**src/rtl/temp_sensor_pkg.sv**
```systemverilog
// ============================================================================
// temp_sensor_pkg
// Shared FSM state type and default constants for the temperature reader.
// Revision: 1.0
// ============================================================================
`default_nettype none

package temp_sensor_pkg;

    typedef enum logic [2:0] {
        S_IDLE = 3'd0,
        S_REQ  = 3'd1,
        S_WAIT = 3'd2,
        S_CALC = 3'd3,
        S_BCD  = 3'd4,
        S_DONE = 3'd5
    } state_t;

    localparam logic [6:0] c_temp_addr = 7'h00;
    localparam int         c_k_mul     = 40318;
    localparam int         c_k_off     = 2731;
    localparam int         c_bcd_w     = 4;

endpackage

`default_nettype wire

```
**src/rtl/temp_sensor_bin2bcd_seq.sv**
```systemverilog
// ============================================================================
// temp_sensor_bin2bcd_seq
// Sequential 12-bit to 4-digit BCD double-dabble, fixed 12-cycle run.
// Revision: 1.0
// ============================================================================
`default_nettype none

module temp_sensor_bin2bcd_seq
    import temp_sensor_pkg::*;
(
    input  logic                   clk,
    input  logic                   rst_n,
    input  logic                   start,
    input  logic [11:0]            bin,
    output logic                   done,
    output logic [4*c_bcd_w-1:0]   bcd
);

    logic [11:0]          r_bin;
    logic [4*c_bcd_w-1:0] r_bcd;
    logic [4*c_bcd_w-1:0] w_adj;
    logic [3:0]           r_cnt;
    logic                 r_busy;

    always_comb begin
        w_adj = r_bcd;
        for (int i = 0; i < 4; i++) begin
            if (r_bcd[i*c_bcd_w +: c_bcd_w] >= 4'd5)
                w_adj[i*c_bcd_w +: c_bcd_w] = r_bcd[i*c_bcd_w +: c_bcd_w] + 4'd3;
        end
    end

    always_ff @(posedge clk or negedge rst_n) begin
        if (!rst_n) begin
            r_bin  <= '0;
            r_bcd  <= '0;
            r_cnt  <= '0;
            r_busy <= 1'b0;
        end else if (start) begin
            r_bin  <= bin;
            r_bcd  <= '0;
            r_cnt  <= 4'd12;
            r_busy <= 1'b1;
        end else if (r_busy) begin
            r_bcd  <= {w_adj[4*c_bcd_w-2:0], r_bin[11]};
            r_bin  <= {r_bin[10:0], 1'b0};
            r_cnt  <= r_cnt - 4'd1;
            if (r_cnt == 4'd1)
                r_busy <= 1'b0;
        end
    end

    // High during the cycle whose closing edge performs the final shift.
    assign done = r_busy && (r_cnt == 4'd1);
    assign bcd  = r_bcd;

endmodule

`default_nettype wire

```
**src/rtl/temp_sensor.sv**
```systemverilog
// ============================================================================
// temp_sensor
// Triggered DRP temperature read, conversion to tenths of degC, BCD output.
// Optional macro TEMP_SENSOR_AVG4_EN: average of the last four raw codes.
// Revision: 1.0
// ============================================================================
`default_nettype none

module temp_sensor
    import temp_sensor_pkg::*;
#(
    parameter logic [6:0] TEMP_ADDR = c_temp_addr,
    parameter int         K_MUL     = c_k_mul,
    parameter int         K_OFF     = c_k_off
) (
    input  logic        clk,
    input  logic        rst_n,
    input  logic        trigger,
    output logic        drp_den,
    output logic [6:0]  drp_daddr,
    input  logic [15:0] drp_do,
    input  logic        drp_drdy,
    output logic [11:0] temp_ent_bcd,
    output logic [3:0]  temp_dec_bcd,
    output logic        testigo
);

    state_t      r_state, w_next;
    logic        r_trig_q;
    logic        w_req;
    logic        w_capture;
    logic [11:0] w_code;
    logic [27:0] w_prod;
    logic [12:0] w_p, w_diff;
    logic [11:0] w_t;
    logic        w_bcd_done;
    logic [15:0] w_bcd;

    assign w_req     = trigger && !r_trig_q;
    assign w_capture = (r_state == S_WAIT) && drp_drdy;
    assign drp_daddr = TEMP_ADDR;

    always_ff @(posedge clk or negedge rst_n) begin
        if (!rst_n) r_state <= S_IDLE;
        else        r_state <= w_next;
    end

    always_comb begin
        w_next  = r_state;
        drp_den = 1'b0;
        case (r_state)
            S_IDLE: if (w_req) w_next = S_REQ;
            S_REQ: begin
                drp_den = 1'b1;
                w_next  = S_WAIT;
            end
            S_WAIT: if (drp_drdy) w_next = S_CALC;
            S_CALC: w_next = S_BCD;
            S_BCD:  if (w_bcd_done) w_next = S_DONE;
            S_DONE: w_next = S_IDLE;
            default: w_next = S_IDLE;
        endcase
    end

`ifdef TEMP_SENSOR_AVG4_EN
    logic [11:0] r_hist [4];
    logic        r_primed;
    logic [13:0] w_sum;

    always_ff @(posedge clk or negedge rst_n) begin
        if (!rst_n) begin
            for (int i = 0; i < 4; i++) r_hist[i] <= '0;
            r_primed <= 1'b0;
        end else if (w_capture) begin
            // First capture after reset fills the whole history.
            r_hist[0] <= drp_do[15:4];
            for (int i = 1; i < 4; i++)
                r_hist[i] <= r_primed ? r_hist[i-1] : drp_do[15:4];
            r_primed <= 1'b1;
        end
    end

    assign w_sum  = 14'(r_hist[0]) + 14'(r_hist[1]) + 14'(r_hist[2]) + 14'(r_hist[3]);
    assign w_code = w_sum[13:2];
    logic w_unused_avg;
    assign w_unused_avg = &{1'b0, w_sum[1:0]};
`else
    logic [11:0] r_code;

    always_ff @(posedge clk or negedge rst_n) begin
        if (!rst_n)         r_code <= '0;
        else if (w_capture) r_code <= drp_do[15:4];
    end

    assign w_code = r_code;
`endif

    assign w_prod = 28'(w_code) * 28'(K_MUL);
    assign w_p    = w_prod[27:15];
    assign w_diff = w_p - 13'(K_OFF);
    assign w_t    = (w_p >= 13'(K_OFF)) ? w_diff[11:0] : 12'd0;

    logic w_unused;
    assign w_unused = &{1'b0, drp_do[3:0], w_prod[14:0], w_diff[12]};

    temp_sensor_bin2bcd_seq u_bcd (
        .clk   (clk),
        .rst_n (rst_n),
        .start (r_state == S_CALC),
        .bin   (w_t),
        .done  (w_bcd_done),
        .bcd   (w_bcd)
    );

    always_ff @(posedge clk or negedge rst_n) begin
        if (!rst_n) begin
            r_trig_q     <= 1'b0;
            temp_ent_bcd <= '0;
            temp_dec_bcd <= '0;
            testigo      <= 1'b0;
        end else begin
            r_trig_q <= trigger;
            if (r_state == S_DONE) begin
                temp_ent_bcd <= w_bcd[15:4];
                temp_dec_bcd <= w_bcd[3:0];
                testigo      <= ~testigo;
            end
        end
    end

endmodule

`default_nettype wire

```
**config.mk**
```make
export PLATFORM = sky130hd
export DESIGN_NAME = temp_sensor
export DESIGN_NICKNAME = d
export VERILOG_FILES = /design/src/rtl/temp_sensor_pkg.sv /design/src/rtl/temp_sensor_bin2bcd_seq.sv /design/src/rtl/temp_sensor.sv
export SDC_FILE = /design/constraint.sdc
export NUM_CORES = 1
export LEC_CHECK = 0
export CORE_UTILIZATION = 55
export CTS_BUF_LIST = sky130_fd_sc_hd__clkbuf_4 sky130_fd_sc_hd__clkbuf_8
export CTS_CLUSTER_DIAMETER = 200
export DETAILED_ROUTE_END_ITERATION = 10
export DONT_BUFFER_PORTS = 1
export GPL_TIMING_DRIVEN = 1
export PLACE_DENSITY = 0.73
export SLEW_MARGIN = 20
export SYNTH_ARGS = -nofsm -noshare
export SYNTH_HDL_FRONTEND = slang
export SYNTH_HIERARCHICAL = 1
export SYNTH_SLANG_ARGS = --single-unit
export TNS_END_PERCENT = 10
```
**constraint.sdc**
```tcl
create_clock -name clk -period 13.6 [get_ports clk]
set_input_delay 1.36 -clock clk [delete_from_list [all_inputs] [get_ports clk]]
set_output_delay 1.36 -clock clk [all_outputs]
set_load 0.01 [all_outputs]
```
==> load_flow_metrics.sql <==
INSERT INTO impl_metrics (metric_group, metric, value, unit) VALUES
('logic_synthesis', 'synth_area_leaders', 'sky130_fd_sc_hd__dfrtp_1, sky130_fd_sc_hd__fa_1, sky130_fd_sc_hd__ha_1, sky130_fd_sc_hd__inv_1, sky130_fd_sc_hd__mux2_2', ''),
('critical_path', 'max_stage_delay', '0.70', 'ns'),
('cells_and_area', 'layout.cell_area.non_filler', '0.00745', 'mm²'),
('clock_network', 'ctsResizeCount', '0', ''),
('logic_synthesis', 'post_synth.cell_area_avg', '9.65', 'µm²'),
('logic_synthesis', 'synth.lib_cells_used.distinct', '74', ''),
('route', 'routed_via_density', '5.62', ''),
('global_routing', 'number_of_global_route_vias_before_repair', '5238', ''),
('logic_synthesis', 'ys_warn_count', '6', ''),
('logic_synthesis', 'synth_top_cell_area_share', '0.232', ''),
('sta', 'fin_tns_setup', '0', 'ns'),
('sta', 'setup_viol_count_final', '0', ''),
('cells_and_area', 'nNetsFinal', '900', ''),
('cells_and_area', 'layoutNonFillerInstCount', '903', ''),
('clock_network', 'clkLatencyLatePin', '0.35', 'ns'),
('placement', 'placedCellCount', '887', ''),
('critical_path', 'crit_path_end', 'u_bcd/r_bin[6]$_DFFE_PN0P_', ''),
('placement', 'placement.io_buffers', '0', ''),
('critical_path', 'worstPathMaxFanout', '11', ''),
('critical_path', 'rr_endpoint', 'u_bcd/r_bin[6]$_DFFE_PN0P_', ''),
('logic_synthesis', 'postSynth.asyncResetShare', '1.00', ''),
('logic_synthesis', 'post-synth-top-area-cell', 'sky130_fd_sc_hd__dfrtp_1', ''),
('sta', 'grt_setup_unrepaired', 'no', ''),
('global_routing', 'overall_track_demand_over_capacity_in_global_routing', '0.231', ''),
('clock_network', 'cts.htree.levels', '3', ''),
('cells_and_area', 'num_antenna_cells', '0', ''),
('critical_path', 'critPathMostFrequentCell', 'sky130_fd_sc_hd__fa_1', ''),
('sta', 'worst_hold_slack', '0.513', 'ns'),
('route', 'detailed_route_wire_length', '14000', 'µm'),
('clock_network', 'clock-root-buffer', 'sky130_fd_sc_hd__clkbuf_8', ''),
('placement', 'gp_routability_congestion', '0.857', ''),
('clock_network', 'cts_num_sinks', '66', ''),
('placement', 'dpl.hpwl', '11100', 'µm'),
('route', 'drt.antenna.violating_nets', '0', ''),
('die', 'design.die.area', '0.0134', 'mm²'),
('run_status', 'status', 'finished clean', ''),
('clock_network', 'cts_tree', 'built', ''),
('critical_path', 'crit_path_cell_trace', 'inv_1 -> fa_1 -> xor2_1 -> ha_1 -> or2_2 -> fa_1 -> fa_1 -> inv_1 -> fa_1 -> inv_1 -> ha_1 -> and4_1 -> o211a_1 -> a211oi_1 -> a21oi_2 -> o211ai_1 -> nand2_1 -> o211ai_2 -> a31o_1 -> o2bb2a_1 -> nand2_1 -> o21ai_0', ''),
('placement', 'placed_cell_area', '0.00720', 'mm²'),
('route', 'met3RoutedLength', '571', 'µm'),
('route', 'drt_drc_violations_left', '0', ''),
('clock_network', 'holdBufCountCts', '0', ''),
('route', 'routedLengthMet1', '6590', 'µm'),
('sta', 'final_min_period_over_clock_period', '0.512', ''),
('die', 'floorplan.io_pins', '45', ''),
('critical_path', 'critPathSlowestCell', 'sky130_fd_sc_hd__fa_1', ''),
('sta', 'max_slew_margin', '0.456', ''),
('clock_network', 'cts_buffers', '9', ''),
('global_routing', 'grt_max_degree', '67', ''),
('logic_synthesis', 'seq_area_frac_synth', '0.232', ''),
('sta', 'worst_pin_slew', '0.813', 'ns'),
('global_routing', 'grt_first_pass_wirelength', '24200', 'µm'),
('route', 'wl_met2', '6700', 'µm'),
('clock_network', 'post_cts_buffers', '0', ''),
('die', 'core', '0.0126', 'mm²'),
('flow_run', 'drv.max_cap_violation_count', '0', ''),
('die', 'num_rows', '41', ''),
('route', 'detail_route.wl_per_cell', '15.5', 'µm'),
('critical_path', 'timing.critical_path.from_type', 'flop', ''),
('logic_synthesis', 'synth_enable_flop_cells', '0', ''),
('global_routing', 'grt_antenna_before_repair', '0', ''),
('critical_path', 'setup.reg_to_reg.worst_slack', '6.64', 'ns'),
('die', 'dieHeight', '116', 'µm'),
('logic_synthesis', 'synth_top_flop_cell', 'sky130_fd_sc_hd__dfrtp_1', ''),
('sta', 'number_of_slew_limit_violations_in_the_final_report', '0', ''),
('route', 'num_vias', '5073', ''),
('critical_path', 'end_kind', 'flop', ''),
('critical_path', 'timing.rr.start', 'r_code[9]$_DFFE_PN0P_', ''),
('critical_path', 'rr_worst_depth', '22', ''),
('critical_path', 'cp-startpoint', 'r_code[9]$_DFFE_PN0P_', ''),
('clock_network', 'clock_tree.buffer_depth', '2', '');
## placed cells by master (no fill, tap or decap), types with 10 or more instances in the layout
cell type / synthesis / routed
sky130_fd_sc_hd__a21oi_1: 33 / 33
sky130_fd_sc_hd__clkbuf_8: 0 / 10
sky130_fd_sc_hd__dfrtp_1: 66 / 66
sky130_fd_sc_hd__fa_1: 62 / 62
sky130_fd_sc_hd__ha_1: 92 / 92
sky130_fd_sc_hd__inv_1: 131 / 131
sky130_fd_sc_hd__mux2_2: 22 / 22
sky130_fd_sc_hd__mux2i_1: 15 / 15
sky130_fd_sc_hd__nand2_1: 42 / 42
sky130_fd_sc_hd__nand3_1: 15 / 15
sky130_fd_sc_hd__nor2_1: 23 / 22
sky130_fd_sc_hd__o21ai_0: 43 / 43
sky130_fd_sc_hd__xnor2_1: 13 / 13
## kinds of logic after synthesis
| group | synth area share |
|---|---|
| DFF | 0.232 |
| and+or+nand+nor | 0.104 |
| xor gates and xnor gates | 0.0245 |
| other | 0.000527 |
| buffers and inverters | 0.0948 |
| adders and majority gates | 0.336 |
| muxes | 0.0560 |
| AOI/OAI and AO/OA | 0.152 |
## worst min-delay path by stage
| stage | start | end | slack [ns] | cells after the start |
|---|---|---|---|---|
| after global placement | u_bcd/bcd[13]$_DFFE_PN0P_ | temp_ent_bcd[9]$_DFFE_PN0N_ | 0.50 | 1 |
| after global routing | u_bcd/bcd[13]$_DFFE_PN0P_ | temp_ent_bcd[9]$_DFFE_PN0N_ | 0.53 | 1 |
| after floorplan | u_bcd/bcd[13]$_DFFE_PN0P_ | temp_ent_bcd[9]$_DFFE_PN0N_ | 0.48 | 1 |
| final | u_bcd/bcd[13]$_DFFE_PN0P_ | temp_ent_bcd[9]$_DFFE_PN0N_ | 0.51 | 1 |
| after detailed placement | u_bcd/bcd[13]$_DFFE_PN0P_ | temp_ent_bcd[9]$_DFFE_PN0N_ | 0.50 | 1 |
| after CTS | u_bcd/bcd[13]$_DFFE_PN0P_ | temp_ent_bcd[9]$_DFFE_PN0N_ | 0.52 | 1 |
## flip-flops by register name (all words and copies together) (netlist names), 3 cells and up
signal        count
u_bcd/r_cnt       4
temp_ent_bcd     12
u_bcd/bcd        16
temp_dec_bcd      4
r_code           12
u_bcd/r_bin      12
r_state           3
## critical path: cells and delay by family, from the launching register on
family | cells | cell delay, ns
xor gates and xnor gates | 1 | 0.17
DFF | 1 | 0.55
adders and majority gates | 6 | 2.93
buffers and inverters | 3 | 0.24
and+or+nand+nor | 4 | 0.82
AOI/OAI and AO/OA | 8 | 2.11
## per-layer routing
layer,global-route usage,vias up
met5,0,-
li1,-,2473
met1,0.309,2501
met3,0.0429,12
met2,0.393,87
met4,0.0444,0
## synth_stat cells (3+ instances only)
| library cell | count |
|---|---|
| sky130_fd_sc_hd__ha_1 | 92 |
| sky130_fd_sc_hd__a31oi_1 | 7 |
| sky130_fd_sc_hd__nand2_1 | 42 |
| sky130_fd_sc_hd__or3_1 | 5 |
| sky130_fd_sc_hd__buf_4 | 10 |
| sky130_fd_sc_hd__inv_1 | 131 |
| sky130_fd_sc_hd__or2_2 | 7 |
| sky130_fd_sc_hd__a211oi_1 | 6 |
| sky130_fd_sc_hd__xnor2_1 | 13 |
| sky130_fd_sc_hd__fa_1 | 62 |
| sky130_fd_sc_hd__a21o_1 | 9 |
| sky130_fd_sc_hd__nor2_1 | 23 |
| sky130_fd_sc_hd__nor3_1 | 6 |
| sky130_fd_sc_hd__nand2b_1 | 5 |
| sky130_fd_sc_hd__nand3_1 | 15 |
| sky130_fd_sc_hd__o311ai_0 | 3 |
| sky130_fd_sc_hd__and3_1 | 6 |
| sky130_fd_sc_hd__mux2i_1 | 15 |
| sky130_fd_sc_hd__buf_2 | 8 |
| sky130_fd_sc_hd__and4_1 | 3 |
| sky130_fd_sc_hd__and2_1 | 3 |
| sky130_fd_sc_hd__nor3b_1 | 5 |
| sky130_fd_sc_hd__dfrtp_1 | 66 |
| sky130_fd_sc_hd__a21oi_1 | 33 |
| sky130_fd_sc_hd__mux2_2 | 22 |
| sky130_fd_sc_hd__a22oi_1 | 3 |
| sky130_fd_sc_hd__o211ai_1 | 5 |
| sky130_fd_sc_hd__o21a_1 | 5 |
| sky130_fd_sc_hd__o21ai_1 | 5 |
| sky130_fd_sc_hd__a311oi_1 | 3 |
| sky130_fd_sc_hd__nand4_1 | 7 |
| sky130_fd_sc_hd__a31o_2 | 3 |
| sky130_fd_sc_hd__o21ai_0 | 43 |
| sky130_fd_sc_hd__o211a_1 | 3 |
| sky130_fd_sc_hd__xor2_1 | 5 |
| sky130_fd_sc_hd__clkbuf_1 | 10 |
## cell type report
type | instances | area [µm²] | area share
repair buffers | 3 | 22.5 | 0.00302
clock inverters | 6 | 111 | 0.0149
clock buffers | 10 | 138 | 0.0185
multi-input cells | 514 | 4820 | 0.646
flip-flops and latches | 66 | 1650 | 0.222
inverters | 132 | 495 | 0.0665
well taps | 172 | 215 | 0.0289
## metrics by stage
stage,worst slack (ns),util
2_1_floorplan,7.54,-
3_3_place_gp,6.75,0.571
3_5_place_dp,6.70,0.571
4_1_cts,6.66,0.590
5_1_grt,6.20,0.590
6_report,6.64,0.590
Power is not shown: default switching activity piles up to over one toggle a cycle in this logic, so the estimate is an artifact.
